### src/rtl/pwm_capture_if.sv
// pwm_capture_if: APB3-style register bus bundle
// for the PWM input-capture peripheral.
interface pwm_capture_if;
  logic        bus_write_en;
  logic        bus_read_en;
  logic        capture_en;
  logic [7:0]  bus_addr;
  logic [31:0] bus_write_data;
  logic [31:0] bus_read_data;

  modport master (
    output bus_write_en,
    output bus_read_en,
    output capture_en,
    output bus_addr,
    output bus_write_data,
    input  bus_read_data
  );

  modport slave (
    input  bus_write_en,
    input  bus_read_en,
    input  capture_en,
    input  bus_addr,
    input  bus_write_data,
    output bus_read_data
  );
endinterface

### src/rtl/pwm_capture.sv
// pwm_capture: measures high time and period of pwm_in
// in pclk cycles and publishes them as an atomic pair.
module pwm_capture #(
  parameter int          SYNC_STAGES = 2,
  parameter logic [31:0] TIMEOUT     = 32'd1000000
) (
  input  logic         pclk,
  input  logic         nreset,
  pwm_capture_if.slave bus,
  input  logic         pwm_in,
  output logic         irq
);

  localparam logic [1:0] ST_IDLE = 2'd0;
  localparam logic [1:0] ST_HIGH = 2'd1;
  localparam logic [1:0] ST_LOW  = 2'd2;

  logic [SYNC_STAGES-1:0] r_sync;
  logic                   r_s_d;
  logic [1:0]             r_state;
  logic [31:0]            r_cnt;
  logic [31:0]            r_pend;
  logic [31:0]            r_high;
  logic [31:0]            r_period;
  logic                   r_valid;
  logic                   r_new;
  logic                   r_to;
  logic                   r_ovr;
  logic                   r_en;
  logic                   r_irq;

  logic        w_s;
  logic        w_rise;
  logic        w_fall;
  logic        w_wr;
  logic        w_wr_stat;
  logic        w_wr_ctrl;
  logic        w_clr_new;
  logic        w_clr_to;
  logic        w_clr_ovr;
  logic        w_publish;
  logic        w_timeout;
  logic        w_sat;
  logic [31:0] w_cnt_inc;
  logic [31:0] w_rdata;
  logic        w_unused;

  assign w_s    = r_sync[SYNC_STAGES-1];
  assign w_rise = w_s & ~r_s_d;
  assign w_fall = ~w_s & r_s_d;

  assign w_wr      = bus.bus_write_en & bus.capture_en;
  assign w_wr_stat = w_wr & (bus.bus_addr[3:2] == 2'd2);
  assign w_wr_ctrl = w_wr & (bus.bus_addr[3:2] == 2'd3);
  assign w_clr_new = w_wr_stat & bus.bus_write_data[1];
  assign w_clr_to  = w_wr_stat & bus.bus_write_data[2];
  assign w_clr_ovr = w_wr_stat & bus.bus_write_data[3];

  assign w_sat     = (r_cnt == TIMEOUT);
  assign w_cnt_inc = w_sat ? r_cnt : r_cnt + 32'd1;

  assign w_publish = r_en & (r_state == ST_LOW) & w_rise;
  assign w_timeout = r_en & (r_state != ST_IDLE) & w_sat
                   & ~w_rise & ~w_fall;

  assign w_unused = ^{bus.bus_addr[7:4], bus.bus_addr[1:0],
                      bus.bus_write_data[31:4]};

  always_ff @(posedge pclk or negedge nreset) begin
    if (!nreset) begin
      r_sync <= '0;
      r_s_d  <= 1'b0;
    end else begin
      r_sync <= {r_sync[SYNC_STAGES-2:0], pwm_in};
      r_s_d  <= w_s;
    end
  end

  // enable low overrides every state and drops partial work
  always_ff @(posedge pclk or negedge nreset) begin
    if (!nreset) begin
      r_state <= ST_IDLE;
      r_cnt   <= '0;
      r_pend  <= '0;
    end else if (!r_en) begin
      r_state <= ST_IDLE;
      r_cnt   <= '0;
      r_pend  <= '0;
    end else if (w_timeout) begin
      r_state <= ST_IDLE;
      r_cnt   <= '0;
    end else begin
      unique case (r_state)
        ST_IDLE: begin
          if (w_rise) begin
            r_state <= ST_HIGH;
            r_cnt   <= 32'd1;
          end
        end
        ST_HIGH: begin
          if (w_fall) begin
            r_state <= ST_LOW;
            r_pend  <= r_cnt;
            r_cnt   <= w_cnt_inc;
          end else if (w_rise) begin
            r_cnt <= 32'd1;
          end else begin
            r_cnt <= w_cnt_inc;
          end
        end
        ST_LOW: begin
          if (w_rise) begin
            r_state <= ST_HIGH;
            r_cnt   <= 32'd1;
          end else begin
            r_cnt <= w_cnt_inc;
          end
        end
        default: begin
          r_state <= ST_IDLE;
          r_cnt   <= '0;
        end
      endcase
    end
  end

  always_ff @(posedge pclk or negedge nreset) begin
    if (!nreset) begin
      r_high   <= '0;
      r_period <= '0;
      r_valid  <= 1'b0;
      r_new    <= 1'b0;
      r_to     <= 1'b0;
      r_ovr    <= 1'b0;
      r_en     <= 1'b0;
      r_irq    <= 1'b0;
    end else begin
      r_irq <= w_publish;
      if (w_publish) begin
        r_high   <= r_pend;
        r_period <= r_cnt;
        r_valid  <= 1'b1;
      end else if (w_timeout) begin
        r_valid <= 1'b0;
      end
      // set wins over a same-cycle W1C
      r_new <= w_publish | (r_new & ~w_clr_new);
      r_ovr <= (w_publish & r_new & ~w_clr_new)
             | (r_ovr & ~w_clr_ovr);
      r_to  <= w_timeout | (r_to & ~w_clr_to);
      if (w_wr_ctrl) r_en <= bus.bus_write_data[0];
    end
  end

  always_comb begin
    w_rdata = '0;
    if (bus.bus_read_en & bus.capture_en) begin
      case (bus.bus_addr[3:2])
        2'd0:    w_rdata = r_high;
        2'd1:    w_rdata = r_period;
        2'd2:    w_rdata = {28'd0, r_ovr, r_to, r_new, r_valid};
        default: w_rdata = {31'd0, r_en};
      endcase
    end
  end

  assign bus.bus_read_data = w_rdata;
  assign irq = r_irq;

endmodule

### src/flat_wrapper.sv
// flat-port wrapper written by rule: the top's interface ports become plain ports
module pwm_capture_flat 
#(
  parameter int          SYNC_STAGES = 2,
  parameter logic [31:0] TIMEOUT     = 32'd1000000
)
  (pclk, nreset, pwm_in, irq, bus_bus_write_en, bus_bus_read_en, bus_capture_en, bus_bus_addr, bus_bus_write_data, bus_bus_read_data);
  pwm_capture_if bus_i ();
  input  logic pclk;
  input  logic nreset;
  input  logic pwm_in;
  output logic irq;
  input wire logic [$bits(bus_i.bus_write_en)-1:0] bus_bus_write_en;
  input wire logic [$bits(bus_i.bus_read_en)-1:0] bus_bus_read_en;
  input wire logic [$bits(bus_i.capture_en)-1:0] bus_capture_en;
  input wire logic [$bits(bus_i.bus_addr)-1:0] bus_bus_addr;
  input wire logic [$bits(bus_i.bus_write_data)-1:0] bus_bus_write_data;
  output wire logic [$bits(bus_i.bus_read_data)-1:0] bus_bus_read_data;
  assign bus_i.bus_write_en = bus_bus_write_en;
  assign bus_i.bus_read_en = bus_bus_read_en;
  assign bus_i.capture_en = bus_capture_en;
  assign bus_i.bus_addr = bus_bus_addr;
  assign bus_i.bus_write_data = bus_bus_write_data;
  assign bus_bus_read_data = bus_i.bus_read_data;
  pwm_capture #(.SYNC_STAGES(SYNC_STAGES), .TIMEOUT(TIMEOUT)) u_core (.pclk(pclk), .nreset(nreset), .bus(bus_i), .pwm_in(pwm_in), .irq(irq));
endmodule
### config.mk
export PLATFORM = sky130hd
export DESIGN_NAME = pwm_capture_flat
export DESIGN_NICKNAME = d
export VERILOG_FILES = /design/src/rtl/pwm_capture_if.sv /design/src/rtl/pwm_capture.sv /design/src/flat_wrapper.sv
export SDC_FILE = /design/constraint.sdc
export NUM_CORES = 1
export LEC_CHECK = 0
export ABC_AREA = 0
export BUFFER_PORTS_ARGS = -buffer_cell sky130_fd_sc_hd__clkbuf_2
export CAP_MARGIN = 20
export CORE_MARGIN = 1.5
export CORE_UTILIZATION = 53
export CTS_BUF_LIST = sky130_fd_sc_hd__clkbuf_4 sky130_fd_sc_hd__clkbuf_8 sky130_fd_sc_hd__clkbuf_16
export CTS_CLUSTER_DIAMETER = 100
export DETAILED_ROUTE_END_ITERATION = 7
export PLACE_DENSITY = 0.81
export SLEW_MARGIN = 20
export SYNTH_ARGS = -nofsm -noshare
export SYNTH_HDL_FRONTEND = slang
export SYNTH_SLANG_ARGS = --single-unit
### constraint.sdc
create_clock -name pclk -period 2.2 [get_ports pclk]
set_input_delay 0.11 -clock pclk [delete_from_list [all_inputs] [get_ports pclk]]
set_output_delay 0.11 -clock pclk [all_outputs]
set_load 0.02 [all_outputs]
==> impl_results.md, run 1 <==
- Post-synth EDFFs: 0
- Commonest cells post-synth: nand2_1 (215), dfrtp_1 (139), nor2_1 (44)
- GP Congestion: 1.006
- Yosys top cell by area: dfrtp_1
- CP arrival: 2.47 ns
- Total of max-cap violations: 0
- Final hold vios: 0
- Vias/cell: 5.777
- Synth Flop Type: dfrtp_1
- Startpoint Class: flip-flop
- Ranking of synthesized cells by area: dfrtp_1 (50%), nand2_1 (12%), mux2i_1 (5.3%)
- Library cells used by synthesis: 55
- Clk root buf: clkbuf_16
- Place WS: 0.06232 ns
- GRT Resource Usage Total: 27.15%
- Nets: 864
- Maximum vdd drop: 575.7 uV
- Row cnt: 41
- Critical path's top delay family: simple AND/OR/NAND/NOR gates
- Final Cell Area: 0.008287 sq mm
- Synth Net Count: 793
- Crit-path slowest cell: or4_4
- Initial core utilization: 54.64%
- Crit Path Class: reg -> reg
- Status: finished clean
- Seq cells post-synth: 139
- Detailed router's first-iteration violation count: 353
- Syn avg cell area: 9.292 sq um
- Tcrit/Tclk final: 98.21%
- Slew margin rel.: 52.62%
- CP Cell Sequence: inv_2, ha_4, nor4bb_2, nand4_1, or4_4, and2_4, a221o_1
- Final Skew: 0.006956 ns
- Post-Syn Area: 0.006923 sq mm
- Layout cells sized above 1: 23.04%
- Worst-Margin Slew: 0.7107 ns
- Max Clock Freq: 462.8 MHz
- Hold Crit Class: in -> reg
- Clk_lat worst skew: 0.42 ns
- Fin crit period: 2.161 ns
- IO Pins: 79
- Crit path max fanout: 5
- CTS tree: yes
- H-tree levels: 4
- Initial DRT Pass Iterations: 5
- Yosys top cell area share: 50.24%
- Port bufs: 44
- Clock tree buffer depth: 2
- CTS buffer count: 17
- Yosys warnings: 0
- Gr ovfl total: 0
- Filler instances: 1018
- Die area: 0.01376 sq mm
- Initial antenna violation count: 0
- Largest net degree at the start of global routing: 63
- Number of global-route vias before repair: 5809
- Final ANT Viol Nets: 0
- Die extent in x: 117.3 um
- Max stage delay on crit path: 0.58 ns
- # setup viols final: 0
- WP buf/inv: 1
- Post-Place Cell Area: 0.007582 sq mm
- Worst-path clk slew: 0.06 ns
- PnR worst setup slack: 0.03945 ns
- Power Dens Cells: 705.6 mW/mm^2
- Die height: 117.3 um
- Ys async rst share: 100.0%
- DP Wirelength: 11430 um
- Routed WL per cell: 17.10 um
- Post-Route WL: 17110 um
- Final Max Slew Viols: 0
- Mapped Cells: 745
- Count leader, synth: nand2_1
- Vias: 5783
- Seq/Total Area, Yosys: 50.24%
- Crit end category: flip-flop
- Total Power: 5.847 mW
- CTS Sinks: 139
- RSZ-0062 raised after global routing: true
- Synthesis-to-finish area growth: 19.70%
- # diodes: 0
- Post-route DRC: 0
- First-pass GRT wire length: 28610 um
- Crit path required time: 2.51 ns
- Final core occ: 65.40%
- P_leak: 3.899 nW
- Placeable Area: 0.01267 sq mm
[sequential cells by signal (all words and copies together) (netlist names)]
name	count
u_core.irq	1
u_core.r_cnt	32
u_core.r_en	1
u_core.r_high	32
u_core.r_new	1
u_core.r_ovr	1
u_core.r_pend	32
u_core.r_period	32
u_core.r_s_d	1
u_core.r_state	2
u_core.r_sync	2
u_core.r_to	1
u_core.r_valid	1
[worst min-delay path, delay by kind of cell]
family / cells / cell delay (ns)
buffers and inverters: 1 / 0.10
muxes: 1 / 0.15
and+or+nand+nor: 1 / 0.10
[cell usage in the layout, fill, tap and decap left out, types with 5 or more instances in the layout]
cell type,synthesis,layout
and3_1,6,6
xnor2_1,5,5
nand3_1,30,29
nand4_1,22,22
clkinv_2,0,5
a21oi_1,10,10
nor3_1,5,5
a21boi_0,32,32
mux2_2,29,29
mux2i_1,37,37
or3_1,6,6
clkbuf_16,0,17
nand2b_1,5,5
clkbuf_2,0,43
nor4_1,12,12
nor2b_1,5,5
o21ai_0,18,18
buf_4,2,60
dfrtp_1,139,139
nand2_1,215,215
nor2_1,44,44
dlygate4sd3_1,0,7
[per-stage QoR]
step | hold slack, ns | std cells | setup TNS (ns)
final | 0.06827 | 1001 | 0
after global routing | 0.05927 | 1001 | -0.05628
after CTS | 0.04661 | 999 | 0
after detailed placement | 0.1405 | 960 | 0
after global placement | 0.1208 | 960 | 0
after floorplan | -0.1856 | 745 | 0
[path summary, 6_finish.rpt]
kind / startpoint / endpoint / slack (ns) / depth (start not counted)
max: u_core.r_cnt[1] / u_core.r_cnt[27] / 0.04 / 7
min: bus_bus_write_en / u_core.r_en / 0.07 / 3
max reg2reg: u_core.r_cnt[1] / u_core.r_cnt[27] / 0.04 / 7
min reg2reg: u_core.r_sync[0] / u_core.r_sync[1] / 0.36 / 0
max in group asynchronous: nreset / u_core.r_pend[9] / 1.26 / 3
min in group asynchronous: nreset / u_core.r_ovr / 0.24 / 2
[layer usage]
metal  global-route usage [%]  routed length [um]
met3                    6.025                 732
met2                    45.50                8729
met4                    9.880                 216
met1                    34.77                7435
met5                        0                   0
[final cells by class]
cell class / instances / area, sq um / share of cell area (%)
Sequential cell: 139 / 3478 / 41.97
Multi-Input combinational cell: 538 / 3182 / 38.40
Timing Repair Buffer: 115 / 818.3 / 9.875
Clock buffer: 21 / 480.5 / 5.798
Tap cell: 172 / 215.2 / 2.597
Clock inverter: 11 / 93.84 / 1.132
Inverter: 5 / 18.77 / 0.2265
[what timing repair did]
item | 4_1_cts | 5_1_grt
gates resized for setup | 0 | 9
buffers inserted | 0 | 2
endpoints found under the hold margin | 64 | 0
hold buffers | 7 | 0
setup endpoints to repair | 0 | 20
[power by group]
| part | leakage [nW] | switching (mW) | internal, mW |
|---|---|---|---|
| clock network | 0.277 | 1.08 | 1.66 |
| logic | 1.69 | 0.306 | 0.187 |
| registers | 1.93 | 0.0235 | 2.59 |
| total | 3.90 | 1.41 | 4.44 |
[logic make-up after synthesis]
group                    after synthesis  synth area share, %
AND/OR/NAND/NOR                      377                25.14
multiplexers                          67                10.39
XOR/XNOR                               8                1.012
AO/OA/AOI/OAI                         84                8.314
flip-flops                           139                50.24
buffers and inverters                 68                4.536
adder cells (fa/ha/maj)                2               0.3614
Power figures use the tool's default switching activity.
==> inputs of run 2 (changes only) <==
Settings changed: ABC_AREA 0 to 1.
==> run 2 against run 1 <==
Net effect:
- area after synthesis grew 1.0%
- non-clock buffer count is 35 lower
- register-to-register slack improved by 0.16 ns
- critical path depth increased by 4
- combinational power increased by 58%
- utilization shrank 1.3 points
==> impl_results.md, run 2 <==
- Met3 GRT Util: 5.814%
- Maximum vdd drop: 565.7 uV
- Hold path startpoint: bus_bus_write_en
- Met1 usage: 37.25%
- Die height: 117.9 um
- Library cells used by synthesis: 34
- Postcts setup bufs: 0
- Status: finished clean
- CTS tree: yes
- Routed WL per cell: 15.25 um
- Hold Crit Class: in -> reg
- Initial antenna violation count: 0
- Final Skew: 0.008440 ns
- Synthesis-to-finish area growth: 16.51%
- Post-Syn Area: 0.006994 sq mm
- Crit Path Class: reg -> reg
- Slew margin rel.: 71.84%
- GRT Resource Usage Total: 26.97%
- Yosys top cell by area: dfrtp_1
- Initial core utilization: 54.98%
- TNS Setup: 0 ns
- Critical path's top delay family: simple AND/OR/NAND/NOR gates
- Post-route DRC: 0
- Final ANT Viol Nets: 0
- FF-to-FF setup slack: 0.20 ns
- Detailed router's first-iteration violation count: 628
- Yosys top cell area share: 49.73%
- P_leak: 3.634 nW
- Placeable Area: 0.01272 sq mm
- # setup viols final: 0
- Layer with the highest usage: met2
- CP arrival: 2.31 ns
- Syn avg cell area: 7.652 sq um
- DP Wirelength: 12210 um
- Max Clock Freq: 498.9 MHz
- Synth Net Count: 962
- Power Dens Cells: 762.7 mW/mm^2
- GP Congestion: 0.9287
- Final Max Slew Viols: 0
- Yosys warnings: 0
- FF-to-FF path depth: 11
- Port bufs: 44
- Crit-path slowest cell: dfrtp_1
- Row cnt: 41
- Hold Path Sink: u_core.r_to
- RSZ-0062 raised after global routing: false
- Ys async rst share: 100.0%
- Largest net degree at the start of global routing: 58
- M2 GR Usage: 42.00%
- IO Pins: 79
- Gr ovfl total: 0
- Post-synth EDFFs: 0
- Most common cell after layout, fill and taps aside: nand2_1
- H-tree levels: 4
- Commonest cells post-synth: nand2_1 (287), dfrtp_1 (139), inv_1 (101)
- Max stage delay on crit path: 0.41 ns
- CP Cell Sequence: inv_1, ha_1, nand2_1, nor2_1, nand2_1, nor2_2, nand3_4, nand3_2, nand2_2, clkinv_2, nor2_1
- Post-Route WL: 17680 um
- Mapped Cells: 914
- Crit path required time: 2.51 ns
- Seq/Total Area, Yosys: 49.73%
- CTS Sinks: 139
- Place WS: 0.1522 ns
- R2r endpoint: u_core.r_cnt[22]
- Die area: 0.01389 sq mm
- Clk root buf: clkbuf_16
- Worst-Margin Slew: 0.4224 ns
- Filler instances: 1096
- Tcrit/Tclk final: 91.10%
- CTS buffer count: 17
- Worst-path clk slew: 0.06 ns
- Fin crit period: 2.004 ns
- Initial DRT Pass Iterations: 7
- Clock tree buffer depth: 2
- Clk_lat worst skew: 0.42 ns
- Min-Delay Path Depth: 4
- WP buf/inv: 2
- Ranking of synthesized cells by area: dfrtp_1 (50%), nand2_1 (15%), inv_1 (5.4%)
- Worst hold margin: 0.05294 ns
- Nets: 1025
- Number of global-route vias before repair: 6093
- Startpoint Class: flip-flop
- Vias/cell: 5.502
- First-pass GRT wire length: 29640 um
- Synth Flop Type: dfrtp_1
- Layout cells sized above 1: 13.17%
- Crit path max fanout: 9
- Vias: 6377
- Count leader, synth: nand2_1
- Reg2reg start: u_core.r_cnt[0]
- PnR worst setup slack: 0.1957 ns
- # diodes: 0
- Final hold vios: 0
- Crit end category: flip-flop
- Commonest non-fill, non-tap cells in the layout: nand2_1 (287), dfrtp_1 (139), inv_1 (101)
- Seq cells post-synth: 139
- Total of max-cap violations: 0
- Die extent in x: 117.9 um
==> run 2: changes by cell type after synthesis, moves of 14 or more <==
cell | before | now
inv_1 | 5 | 101
mux2i_1 | 37 | 0
mux2_2 | 29 | 0
o22ai_1 | 0 | 37
a21oi_1 | 10 | 32
a21boi_0 | 32 | 0
clkbuf_1 | 32 | 18
buf_2 | 23 | 7
nand2_1 | 215 | 287
o21ai_1 | 1 | 51
nor2_1 | 44 | 98
==> run 2: area by class of cell <==
class,count,area (sq um),area share (%)
inverter,111,417.9,5.128
clock inverter,5,61.31,0.7523
sequential,139,3478,42.68
tap,172,215.2,2.641
multi-input combinational,628,2918,35.81
clock buffer,24,509.2,6.249
timing repair buffer,80,549.3,6.740
==> run 2: per-layer routing <==
layer	part of all wire, %	vias to the layer above
met3	7.2	46
met4	2.2	0
met1	44	3011
li1	-	3068
met5	0	-
met2	46	252
==> run 2: timing repair <==
action | in CTS | in global routing
endpoints found under the setup margin | 0 | 14
gates resized for setup | 0 | 3
hold endpoints to repair | 112 | 0
hold buffers | 6 | 0
==> run 2: logic make-up after synthesis <==
kind of cell / share of synthesized area [%]
and+or+nand+nor: 26.49
buffers and inverters: 8.837
xor gates and xnor gates: 1.127
DFF: 49.73
adders and majority gates: 0.3577
AOI/OAI and AO/OA: 13.45
==> run 2: worst max-delay path by stage <==
| stage | from | end | slack [ns] | cells after the start |
|---|---|---|---|---|
| after floorplan | u_core.r_cnt[0] | u_core.r_cnt[22] | 0.51 | 11 |
| after global placement | u_core.r_cnt[0] | u_core.r_cnt[22] | 0.16 | 11 |
| after detailed placement | u_core.r_cnt[0] | u_core.r_cnt[16] | 0.15 | 11 |
| after CTS | u_core.r_cnt[0] | u_core.r_cnt[22] | 0.14 | 11 |
| after global routing | u_core.r_cnt[0] | u_core.r_cnt[26] | 0.02 | 8 |
| final | u_core.r_cnt[0] | u_core.r_cnt[22] | 0.20 | 11 |
==> run 2: worst reg2reg max path, cell delays in order (launching register included) <==
cell and delay [ns]:
dfrtp_1 0.41, inv_1 0.13, ha_1 0.19, nand2_1 0.06, nor2_1 0.16, nand2_1 0.09, nor2_2 0.22, nand3_4 0.19
nand3_2 0.16, nand2_2 0.06, clkinv_2 0.14, nor2_1 0.07
==> run 2: metrics by stage <==
stage               utilization [%]  total power, mW  cells  cell area, sq um
floorplan                         -            3.229    914              6994
global route                  64.05            6.433   1159              8149
finish                        64.05            6.215   1159              8149
global placement              58.98            3.496   1124              7503
detailed placement            58.98            3.509   1124              7503
CTS                           63.94            6.233   1159              8134
==> run 2: power breakdown <==
| part | leakage [nW] | internal [mW] | switching (mW) | total (mW) |
|---|---|---|---|---|
| sequential | 1.93 | 2.63 | 0.0751 | 2.71 |
| combinational | 1.43 | 0.227 | 0.555 | 0.782 |
| clock | 0.273 | 1.71 | 1.02 | 2.73 |
==> inputs of run 3 (changes only) <==
Settings changed: HOLD_SLACK_MARGIN set to 0.15.
==> run 3 against run 2 <==
Net effect:
- final cell count grew 0.52%
- largest cell class unchanged
- fmax down 0.81%
- clock power hardly changed
- die area did not move
- largest power group unchanged
- sequential power is essentially flat
- global-route usage is 0.39 points higher
- sequential cell count stayed put
- highest routed layer unchanged
- routed wire length up 1.6%
- combinational power up 4.7%
- critical endpoint unchanged
- clock-buffer cell count is the same
- first-iteration DRC count grew 5.9%
==> impl_results.md, run 3 (synthesis gave the netlist of run 2 again) <==
- Status: finished clean
- Crit-path slowest cell: dfrtp_1
- Commonest non-fill, non-tap cells in the layout: nand2_1 (287), dfrtp_1 (139), inv_1 (101)
- Crit Path Class: reg -> reg
- Critical path's top delay family: simple AND/OR/NAND/NOR gates
- WP buf/inv: 2
- Number of global-route vias before repair: 6154
- Clk root buf: clkbuf_16
- Total Power: 6.252 mW
- PnR worst setup slack: 0.1793 ns
- Port bufs: 44
- RSZ-0062 raised after global routing: false
- Initial DRT Pass Iterations: 6
- Worst-Margin Slew: 0.4163 ns
- Detailed router's first-iteration violation count: 665
- Fin crit period: 2.021 ns
- Post-Route WL: 17960 um
- Worst-path clk slew: 0.06 ns
- Placeable Area: 0.01272 sq mm
- Die area: 0.01389 sq mm
- Initial antenna violation count: 0
- Tcrit/Tclk final: 91.85%
- Vias: 6392
- Final core occ: 64.53%
- Met1 usage: 37.22%
- Row cnt: 41
- Slew margin rel.: 72.25%
- GRT Resource Usage Total: 27.36%
- Power Dens Cells: 761.6 mW/mm^2
- Gr ovfl total: 0
- Max Clock Freq: 494.9 MHz
- Layer with the highest usage: met2
- CP Cell Sequence: inv_1, ha_1, nand2_1, nor2_1, nand2_1, nor2_2, nand3_4, nand3_2, nand2_2, clkinv_2, nor2_1
- P_leak: 3.654 nW
- Die height: 117.9 um
- Final ANT Viol Nets: 0
- Clk_lat worst skew: 0.42 ns
- H-tree levels: 4
- CTS Sinks: 139
- CTS tree: yes
- TNS Setup: 0 ns
- Startpoint Class: flip-flop
- Clock tree buffer depth: 2
- Vias/cell: 5.487
- CP arrival: 2.33 ns
- Nets: 1031
- # setup viols final: 0
- Hold Crit Class: in -> async
- Final non-filler cell total: 1165
- Final hold vios: 0
- Crit path max fanout: 9
- Largest net degree at the start of global routing: 58
- Crit path required time: 2.51 ns
- Maximum vdd drop: 568.0 uV
- Layout cells sized above 1: 13.09%
- Max stage delay on crit path: 0.42 ns
- Post-route DRC: 0
- M2 GR Usage: 43.31%
- Final Skew: 0.008304 ns
- Most common cell after layout, fill and taps aside: nand2_1
- Initial core utilization: 54.98%
- Final Max Slew Viols: 0
- Synthesis-to-finish area growth: 17.37%
- First-pass GRT wire length: 30040 um
- CTS buffer count: 17
- Routed WL per cell: 15.41 um
- DP Cell Count: 1124
- Crit end category: flip-flop
- GP Congestion: 0.9287
- Met3 GRT Util: 6.202%
- IO Pins: 79
- Place WS: 0.1522 ns
- DP Wirelength: 12210 um
- Total of max-cap violations: 0
- # diodes: 0
- Die extent in x: 117.9 um
==> run 3: changes by cell type in the layout (fill, tap and decap cells not counted) <==
cell and delta:
dlygate4sd3_1 +6
==> run 3: final timing paths <==
| path | startpoint | end | slack [ns] | cells past startpoint |
|---|---|---|---|---|
| min reg2reg | u_core.r_sync[0] | u_core.r_sync[1] | 0.35 | 0 |
| min in group pclk | pwm_in | u_core.r_sync[0] | 0.34 | 2 |
| max | u_core.r_cnt[0] | u_core.r_cnt[22] | 0.18 | 11 |
| max reg2reg | u_core.r_cnt[0] | u_core.r_cnt[22] | 0.18 | 11 |
| min | nreset | u_core.r_high[8] | 0.15 | 2 |
| max in group asynchronous | nreset | u_core.r_cnt[1] | 1.40 | 3 |
==> run 3: stage by stage <==
stage | hold WS, ns | area, sq um
after global routing | 0.1801 | 8209
after detailed placement | 0.02989 | 7503
final | 0.1452 | 8209
after CTS | 0.1528 | 8194
after global placement | 0.02753 | 7503
after floorplan | -0.1856 | 6994
==> run 3: worst register-to-register path: cells and delay by family (launching register included) <==
kind / cells / cell delay, ns
fa+ha+maj: 1 / 0.20
buf+inv: 2 / 0.28
simple gates: 8 / 1.02
flops: 1 / 0.42
==> run 3: final cells by class <==
cell class | count | area (sq um)
Clock buffer | 24 | 509.2
Clock inverter | 5 | 61.31
Fill cell | 1090 | 4513
Inverter | 111 | 417.9
Multi-Input combinational cell | 628 | 2918
Sequential cell | 139 | 3478
Tap cell | 172 | 215.2
Timing Repair Buffer | 86 | 609.3
==> run 3: repair_timing <==
action | 4_1_cts | 5_1_grt
resized for setup | 0 | 3
endpoints found under the setup margin | 0 | 14
setup buffers | 0 | 0
hold endpoints to repair | 144 | 0
hold buffers | 12 | 0
==> run 3: layer usage <==
metal  share of wire (%)  vias up
li1                    -     3075
met1                  45     2992
met2                  47      285
met3                 6.8       40
met4                 2.1        0
met5                   0        -
==> run 3: report_power, final <==
group | total, mW | leakage (nW) | switching [mW] | internal, mW
clock network | 2.73 | 0.273 | 1.02 | 1.71
logic | 0.819 | 1.45 | 0.568 | 0.251
registers | 2.71 | 1.93 | 0.0766 | 2.63
total | 6.25 | 3.65 | 1.66 | 4.59
